**config.mk**
```make
export PLATFORM = sky130hd
export DESIGN_NAME = conv_window_feeder
export DESIGN_NICKNAME = d
export VERILOG_FILES = /design/src/rtl/conv_window_feeder.sv
export SDC_FILE = /design/constraint.sdc
export NUM_CORES = 1
export LEC_CHECK = 0
export ABC_AREA = 1
export BUFFER_PORTS_ARGS = -buffer_cell sky130_fd_sc_hd__buf_2
export CAP_MARGIN = 20
export CORE_MARGIN = 1.5
export CORE_UTILIZATION = 50
export CTS_BUF_LIST = sky130_fd_sc_hd__clkbuf_2 sky130_fd_sc_hd__clkbuf_4 sky130_fd_sc_hd__clkbuf_8
export DETAILED_ROUTE_END_ITERATION = 6
export HOLD_SLACK_MARGIN = 0.1
export PLACE_DENSITY = 0.71
export SYNTH_ARGS = -nofsm -noshare
export SYNTH_HDL_FRONTEND = slang
export SYNTH_SLANG_ARGS = --single-unit
```
**constraint.sdc**
```tcl
create_clock -name clk -period 13.28 [get_ports clk]
set_input_delay 0.664 -clock clk [delete_from_list [all_inputs] [get_ports clk]]
set_output_delay 0.664 -clock clk [all_outputs]
set_load 0.01 [all_outputs]
```
**src/rtl/conv_window_feeder.sv**
```systemverilog
// conv_window_feeder
// Producer side of the conv unit's image interface. Accepts a raster pixel
// stream (ready/valid), keeps the last (F-1)*IMG_W+F pixels in a shift
// register and, whenever an accepted pixel completes an FxF stride-1 window,
// freezes the stream for one conv slot: 2 cycles of conv_reset followed by
// F*F MAC cycles, with win_done on the last one.
//
// Ports
//   clk         in   clock, rising edge
//   reset       in   asynchronous, active-high reset
//   px_in       in   pixel, raster order
//   px_valid    in   px_in valid
//   px_ready    out  pixel accepted this cycle when px_valid is also high
//   win_image   out  flattened window, element r*F+c at [DATA_WIDTH*i +: DATA_WIDTH]
//   win_valid   out  window stable and owned by the conv unit
//   conv_reset  out  conv unit reset
//   win_done    out  1-cycle pulse, conv result for this window is final
//   frame_done  out  1-cycle pulse with win_done of the frame's last window
module conv_window_feeder #(
  parameter int DATA_WIDTH = 8,
  parameter int F          = 3,
  parameter int IMG_W      = 8,
  parameter int IMG_H      = 8
) (
  input  logic                          clk,
  input  logic                          reset,
  input  logic [DATA_WIDTH-1:0]         px_in,
  input  logic                          px_valid,
  output logic                          px_ready,
  output logic [0:F*F*DATA_WIDTH-1]     win_image,
  output logic                          win_valid,
  output logic                          conv_reset,
  output logic                          win_done,
  output logic                          frame_done
);

  localparam int SR_LEN = (F - 1) * IMG_W + F;
  localparam int COL_W  = (IMG_W > 1) ? $clog2(IMG_W) : 1;
  localparam int ROW_W  = (IMG_H > 1) ? $clog2(IMG_H) : 1;
  localparam int CNT_W  = $clog2(F * F);

  localparam logic [COL_W-1:0] COL_LAST  = COL_W'(IMG_W - 1);
  localparam logic [ROW_W-1:0] ROW_LAST  = ROW_W'(IMG_H - 1);
  localparam logic [COL_W-1:0] COL_WIN   = COL_W'(F - 1);
  localparam logic [ROW_W-1:0] ROW_WIN   = ROW_W'(F - 1);
  localparam logic [CNT_W-1:0] HOLD_LAST = CNT_W'(F * F - 1);
  localparam logic [CNT_W-1:0] HOLD_PRE  = CNT_W'(F * F - 2);

  typedef enum logic [1:0] {S_ACCEPT, S_RST, S_HOLD} state_t;

  state_t                         state_q;
  logic [COL_W-1:0]               col_q;
  logic [ROW_W-1:0]               row_q;
  logic [CNT_W-1:0]               cnt_q;
  logic                           last_q;
  logic                           px_ready_q;
  logic                           conv_reset_q;
  logic                           win_valid_q;
  logic                           win_done_q;
  logic                           frame_done_q;
  logic [SR_LEN*DATA_WIDTH-1:0]   sr_q;
  logic                           handshake;
  logic                           completes;

  // px_ready_q is high exactly in ACCEPT, so this is the accept condition.
  assign handshake = px_ready_q & px_valid;
  assign completes = (row_q >= ROW_WIN) && (col_q >= COL_WIN);

  // Newest pixel sits in slot 0; the register only moves on a handshake,
  // which freezes the window for the whole RST/HOLD slot.
  always_ff @(posedge clk or posedge reset) begin
    if (reset) begin
      sr_q <= '0;
    end else if (handshake) begin
      sr_q <= {sr_q[(SR_LEN-1)*DATA_WIDTH-1:0], px_in};
    end
  end

  // Window element (r,c): the newest pixel is the bottom-right corner, each
  // row up is IMG_W pixels older, each column left is one pixel older.
  generate
    for (genvar gi = 0; gi < F * F; gi++) begin : g_tap
      localparam int AGE = (F - 1 - gi / F) * IMG_W + (F - 1 - gi % F);
      assign win_image[DATA_WIDTH*gi +: DATA_WIDTH] = sr_q[AGE*DATA_WIDTH +: DATA_WIDTH];
    end
  endgenerate

  always_ff @(posedge clk or posedge reset) begin
    if (reset) begin
      state_q      <= S_ACCEPT;
      col_q        <= '0;
      row_q        <= '0;
      cnt_q        <= '0;
      last_q       <= 1'b0;
      px_ready_q   <= 1'b1;
      conv_reset_q <= 1'b0;
      win_valid_q  <= 1'b0;
      win_done_q   <= 1'b0;
      frame_done_q <= 1'b0;
    end else begin
      win_done_q   <= 1'b0;
      frame_done_q <= 1'b0;
      case (state_q)
        S_ACCEPT: begin
          if (handshake) begin
            if (col_q == COL_LAST) begin
              col_q <= '0;
              row_q <= (row_q == ROW_LAST) ? '0 : row_q + ROW_W'(1);
            end else begin
              col_q <= col_q + COL_W'(1);
            end
            if (completes) begin
              state_q      <= S_RST;
              cnt_q        <= '0;
              // Counters wrap on this edge, so remember the frame end now.
              last_q       <= (row_q == ROW_LAST) && (col_q == COL_LAST);
              px_ready_q   <= 1'b0;
              conv_reset_q <= 1'b1;
              win_valid_q  <= 1'b1;
            end
          end
        end
        S_RST: begin
          if (cnt_q == CNT_W'(1)) begin
            state_q      <= S_HOLD;
            cnt_q        <= '0;
            conv_reset_q <= 1'b0;
          end else begin
            cnt_q <= cnt_q + CNT_W'(1);
          end
        end
        S_HOLD: begin
          // Pulses are set one edge early so they land on the last HOLD cycle.
          if (cnt_q == HOLD_PRE) begin
            win_done_q   <= 1'b1;
            frame_done_q <= last_q;
          end
          if (cnt_q == HOLD_LAST) begin
            state_q     <= S_ACCEPT;
            cnt_q       <= '0;
            px_ready_q  <= 1'b1;
            win_valid_q <= 1'b0;
          end else begin
            cnt_q <= cnt_q + CNT_W'(1);
          end
        end
        default: begin
          state_q <= S_ACCEPT;
        end
      endcase
    end
  end

  assign px_ready   = px_ready_q;
  assign win_valid  = win_valid_q;
  // The conv unit must also be held in reset while this block is.
  assign conv_reset = reset | conv_reset_q;
  assign win_done   = win_done_q;
  assign frame_done = frame_done_q;

endmodule

```
* Yosys cells after proc, flatten, opt, wreduce, memory -nomap -nowiden
Index checks and enable logic that the tools add are counted.
** Word-level totals
- Register bits after elaboration :: 170
- Output and inout port bits :: 77
** Operators by class
- Add/sub/neg operators :: 3
- Order comparisons :: 2
- Eq/ne operators :: 11
- Muxes and demuxes :: 26
- Bitwise logic cells :: 2
- Reduce and logical (&&, ||, !) cells :: 13
** Operators by type and width (count)
- $mux W4 :: 4
- $pmux W4 S3 :: 1
- $reduce_and A4 Y1 :: 3
- $mux W1 :: 11
- $reduce_and A3 Y1 :: 3
- $mux W2 :: 4
- $ne A2 B2 Y1 const B :: 4
- $add A3 B1 Y3 const B :: 2
- $eq A3 B3 Y1 const B :: 2
- $ge A3 B2 Y1 const B :: 2
- $mux W3 :: 2
- $pmux W1 S2 :: 3
- $pmux W2 S3 :: 1
- $add A4 B1 Y4 const B :: 1
- $eq A4 B1 Y1 const B :: 1
- $eq A4 B3 Y1 const B :: 1
- $eq A4 B4 Y1 const B :: 1
- $reduce_bool A2 Y1 :: 2
- $reduce_bool A3 Y1 :: 1
- $eq A2 B1 Y1 const B :: 1
- $eq A2 B2 Y1 const B :: 1
- $logic_and A1 B1 Y1 :: 2
- $logic_not A2 Y1 :: 1
- $reduce_and A2 Y1 :: 1
- 2 further kinds :: 2

* Longest topological paths before layout
- Depth in word-level cells :: 5
- Gate-level depth with buffers :: 9
- Depth with buffers taken out :: 9

* Least setup slack after synthesis
Ideal clock, no wire load.
- Kind :: input -> output
- From :: input reset
- To :: output conv_reset
- Arrival time :: 0.952 ns
- Data required time :: 12.616 ns
- Slack :: 11.664 ns
- Stages on the path :: 1
- Path through :: or2_2
** Between the ends
- Word-level cells in the longest chain between the ends :: 1
** Ends and longest elaborated chain
- start, declared :: RTL line 26 : input logic reset,
- $or A1 B1 Y1 :: RTL line 157 : assign conv_reset = reset | conv_reset_q;
- end, declared :: RTL line 32 : output logic conv_reset,
Every way passes these cells.

* Worst setup path after layout
- From :: register px_ready_q, in the netlist px_ready
- To :: register sr_q[65]
** Between the ends
- Word-level cells in the longest chain between the ends :: 1
** Ends and longest elaborated chain
- start, declared :: RTL line 56 : logic px_ready_q;
- start signal, assigned :: RTL line 95 : px_ready_q <= 1'b1;
- start signal, assigned :: RTL line 117 : px_ready_q <= 1'b0;
- start signal, assigned :: RTL line 141 : px_ready_q <= 1'b1;
- $and A1 B1 Y1 :: RTL line 66 : assign handshake = px_ready_q & px_valid;
- end signal, assigned :: RTL line 75 : sr_q <= {sr_q[(SR_LEN-1)*DATA_WIDTH-1:0], px_in};
- end, declared :: RTL line 61 : logic [SR_LEN*DATA_WIDTH-1:0] sr_q;
Every way passes these cells.
A chain may end at the register's enable or synchronous reset.

==> metrics.csv <==
stage;metric;value;unit
sta;Setup TNS Final;0;ns
placement;PortBufs;87;
grt;largest net degree at the start of global routing;122;
cells_and_area;highest-count cells in the layout ignoring fill and taps;203 x nand2_1, 169 x dfrtp_1, 145 x o21ai_0;
yosys;syn_area_per_cell;9.46;um2
yosys;Synth Net Count;790;
setup_path;Critical-path top delay cell;buf_4;
yosys;main combinational cell family by area after synthesis;buffers and inverters;
sta;Final Cycle Share;19.2;%
setup_path;worst r2r dst;sr_q[65];
run;MaxCap Viol Count;0;
yosys;EDFF count, synth;0;
cells_and_area;Ant. Diodes;0;
floorplan;FP Rows;43;
sta;Clock Skew;0.00902;ns
drt;DRC Markers;0;
drt;DR vias;4617;
cts;CTS tree;yes;
floorplan;full die area;0.0152;mm2
power;Power Dens Cells;122;mW/mm2
drt;drt wl/cell;12.5;um
placement;HPWL after detailed placement;7570;um
drt;initial DRC count;352;
yosys;register area share after synthesis;58.6;%
cts;Root Buffer;clkbuf_8;
power;Switching Fraction;20.8;%
power;Max rail drop VDD;0.0775;mV
cts;Clk Latency, worst-skew pair;0.44;ns
power;register share of total power;55.7;%
yosys;top_reg_cell synth;dfrtp_1;
sta;Slew @ Worst Pin;0.959;ns
cells_and_area;cell area after layout;0.00762;mm2
power;NetSw;0.193;mW
yosys;complex-gate fraction of the synthesized area;10.6;%
drt;Detailed Routing Iterations Pass 1;4;
grt;global route total overflow;0;
power;total power;0.929;mW
yosys;Post-Synthesis Cells;767;
placement;Placed Area;0.00716;mm2
yosys;FF+latch count, synth;170;
grt;Global Route Usage Sum;17.3;%
setup_path;CP delay by family, top;buffers and inverters;
sta;Hold Slack;0.130;ns
yosys;Cell Area, Synth;0.00726;mm2
floorplan;initial core utilization;51.7;%
yosys;Synth Area in Simple Gates;12.9;%
cells_and_area;layout cells sized above 1;17.2;%
sta;Final Hold Vio Count;0;
setup_path;RR Startpoint;px_ready;
cts;Hold-fix buffers, CTS;0;
setup_path;FF-to-FF path depth;4;
cts;Resize count post-CTS;0;
cts;Setup Buffers After CTS;0;
setup_path;kind of end point of the critical path;register;
sta;Worst slew margin;36.1;%
sta;fmax;0.393;GHz
cells_and_area;Finished Layout Cells;964;
yosys;Synth cell types;25;
yosys;Yosys Warn Count;0;
floorplan;Die Y;123;um
yosys;XOR/XNOR Fraction of Synth Area;0.121;%
yosys;post-synthesis mux area share;0.155;%
sta;RSZ-0062 raised after global routing;no;
cts;Max Buffers Root-to-Sink;2;
setup_path;Worst EP arrival;2.83;ns
floorplan;die extent in x;123;um
floorplan;Top-Level Pins;88;
sta;crit path time final;2.55;ns
placement;Placed Cells;932;
sta;Pins Over Slew Limit;0;
cells_and_area;NumNets Final;795;
grt;first-pass GRT wire length;20400;um
drt;drt via density;4.79;
cells_and_area;most common cell after layout, fill and taps aside;nand2_1;
power;Power Internal;0.736;mW
status;status;finished, final reports clean;
power;combinational power share;1.4;%
drt;Antenna Violating Nets Remaining;0;
setup_path;reg2reg setup slack;10.73;ns
grt;initial antenna violation count;0;
setup_path;CP peak stage delay;0.80;ns
yosys;adder-cell area share of the yosys netlist;2.07;%
setup_path;CP Class;register to register;
worst_hold_path;Hold Path Class;primary input to async pin;
yosys;Synth async-reset ratio;100;%
cts;H-tree levels;4;
grt;vias in the first global route;4247;
floorplan;core region area;0.0140;mm2
setup_path;WP data required;13.56;ns
power;leakage;3.94;nW
drt;aggregate routed wire length;12000;um
setup_path;critical path buffer and inverter count;2;
setup_path;critical-path cell list;nand2_4, inv_4, buf_4, o21ai_0;
setup_path;CP Launch Type;register;
cts;TritonCTS Buffers;17;
cts;Clock transition at path regs;0.09;ns
sta;Final Setup Violations;0;
power;Clk pwr share;42.9;%
cells_and_area;Area growth syn-to-layout;5.02;%
placement;RD Place Congestion;0.753;
setup_path;critical-path maximum fanout;116;
cts;# clock sinks;170;
setup_path;critical path depth in cells;4;
[worst max path at each step]
stage,end,slack (ns),from
after global routing,sr_q[87],10.38,px_ready
after detailed placement,sr_q[85],10.50,px_valid
after global placement,cnt_q[0],10.52,px_valid
final,sr_q[65],10.73,px_ready
after floorplan,cnt_q[0],8.01,reset
after CTS,sr_q[85],10.67,px_ready
[worst register-to-register path, delay by kind of cell (launching register included)]
| family | cells | cell delay, ns |
|---|---|---|
| compound gates | 1 | 0.25 |
| buf+inv | 2 | 1.22 |
| flops | 1 | 0.58 |
| simple gates | 1 | 0.33 |
[stage by stage]
stage	setup WS, ns	utilization (%)
after global placement	10.52	51.0
after CTS	10.67	54.1
after global routing	10.38	54.3
after floorplan	8.01	-
after detailed placement	10.50	51.0
final	10.73	54.3
[registers in the layout, summed over array words and instances (netlist names)]
| signal | flops |
|---|---|
| sr_q | 152 |
| cnt_q | 4 |
| col_q | 3 |
| row_q | 3 |
| state_q | 2 |
| conv_reset_q | 1 |
| frame_done | 1 |
| last_q | 1 |
| px_ready | 1 |
| win_done | 1 |
| win_valid | 1 |
[logic make-up (layout without fill, tap and decap cells)]
| logic type | Yosys count | in the layout |
|---|---|---|
| flip-flops | 170 | 170 |
| AO/OA/AOI/OAI | 153 | 153 |
| buffers and inverters | 193 | 210 |
| multiplexers | 1 | 1 |
| adder cells (fa/ha/maj) | 12 | 12 |
| XOR/XNOR | 1 | 1 |
| AND/OR/NAND/NOR | 237 | 237 |
[cell usage after synthesis (3+ instances only)]
cell,instances,area (um2)
o21ai_0,145,726
buf_4,73,548
nand2_2,5,31.3
clkbuf_1,14,52.6
o21ai_1,3,15.0
dfrtp_1,169,4230
inv_2,3,11.3
buf_6,17,191
nand2_1,203,762
a21oi_1,4,20.0
nand3_1,11,55.1
inv_1,85,319
nor2_1,12,45.0
ha_1,12,150
[area by class of cell]
cell class / count / area, um2
timing repair buffer: 91 / 485
tap: 180 / 225
clock inverter: 11 / 169
fill: 1280 / 6420
inverter: 88 / 338
clock buffer: 20 / 269
sequential: 170 / 4260
multi-input combinational: 404 / 1880
[layer usage]
layer | wire (um) | GRT usage (%) | vias to the layer above
met1 | 5810 | 24.4 | 2208
met5 | 0 | 0 | -
li1 | - | - | 2322
met2 | 5650 | 25.9 | 78
met4 | 114 | 5.17 | 0
met3 | 475 | 5.44 | 9
[power by group through the flow]
stage,Sequential [mW],Combinational [mW],Clock [mW]
after floorplan,0.528,0.00773,0
after global placement,0.527,0.0126,0
after detailed placement,0.527,0.0127,0
after CTS,0.517,0.0126,0.407
after global routing,0.517,0.0154,0.430
final,0.517,0.0127,0.399
(Power assumes the default switching activity.)
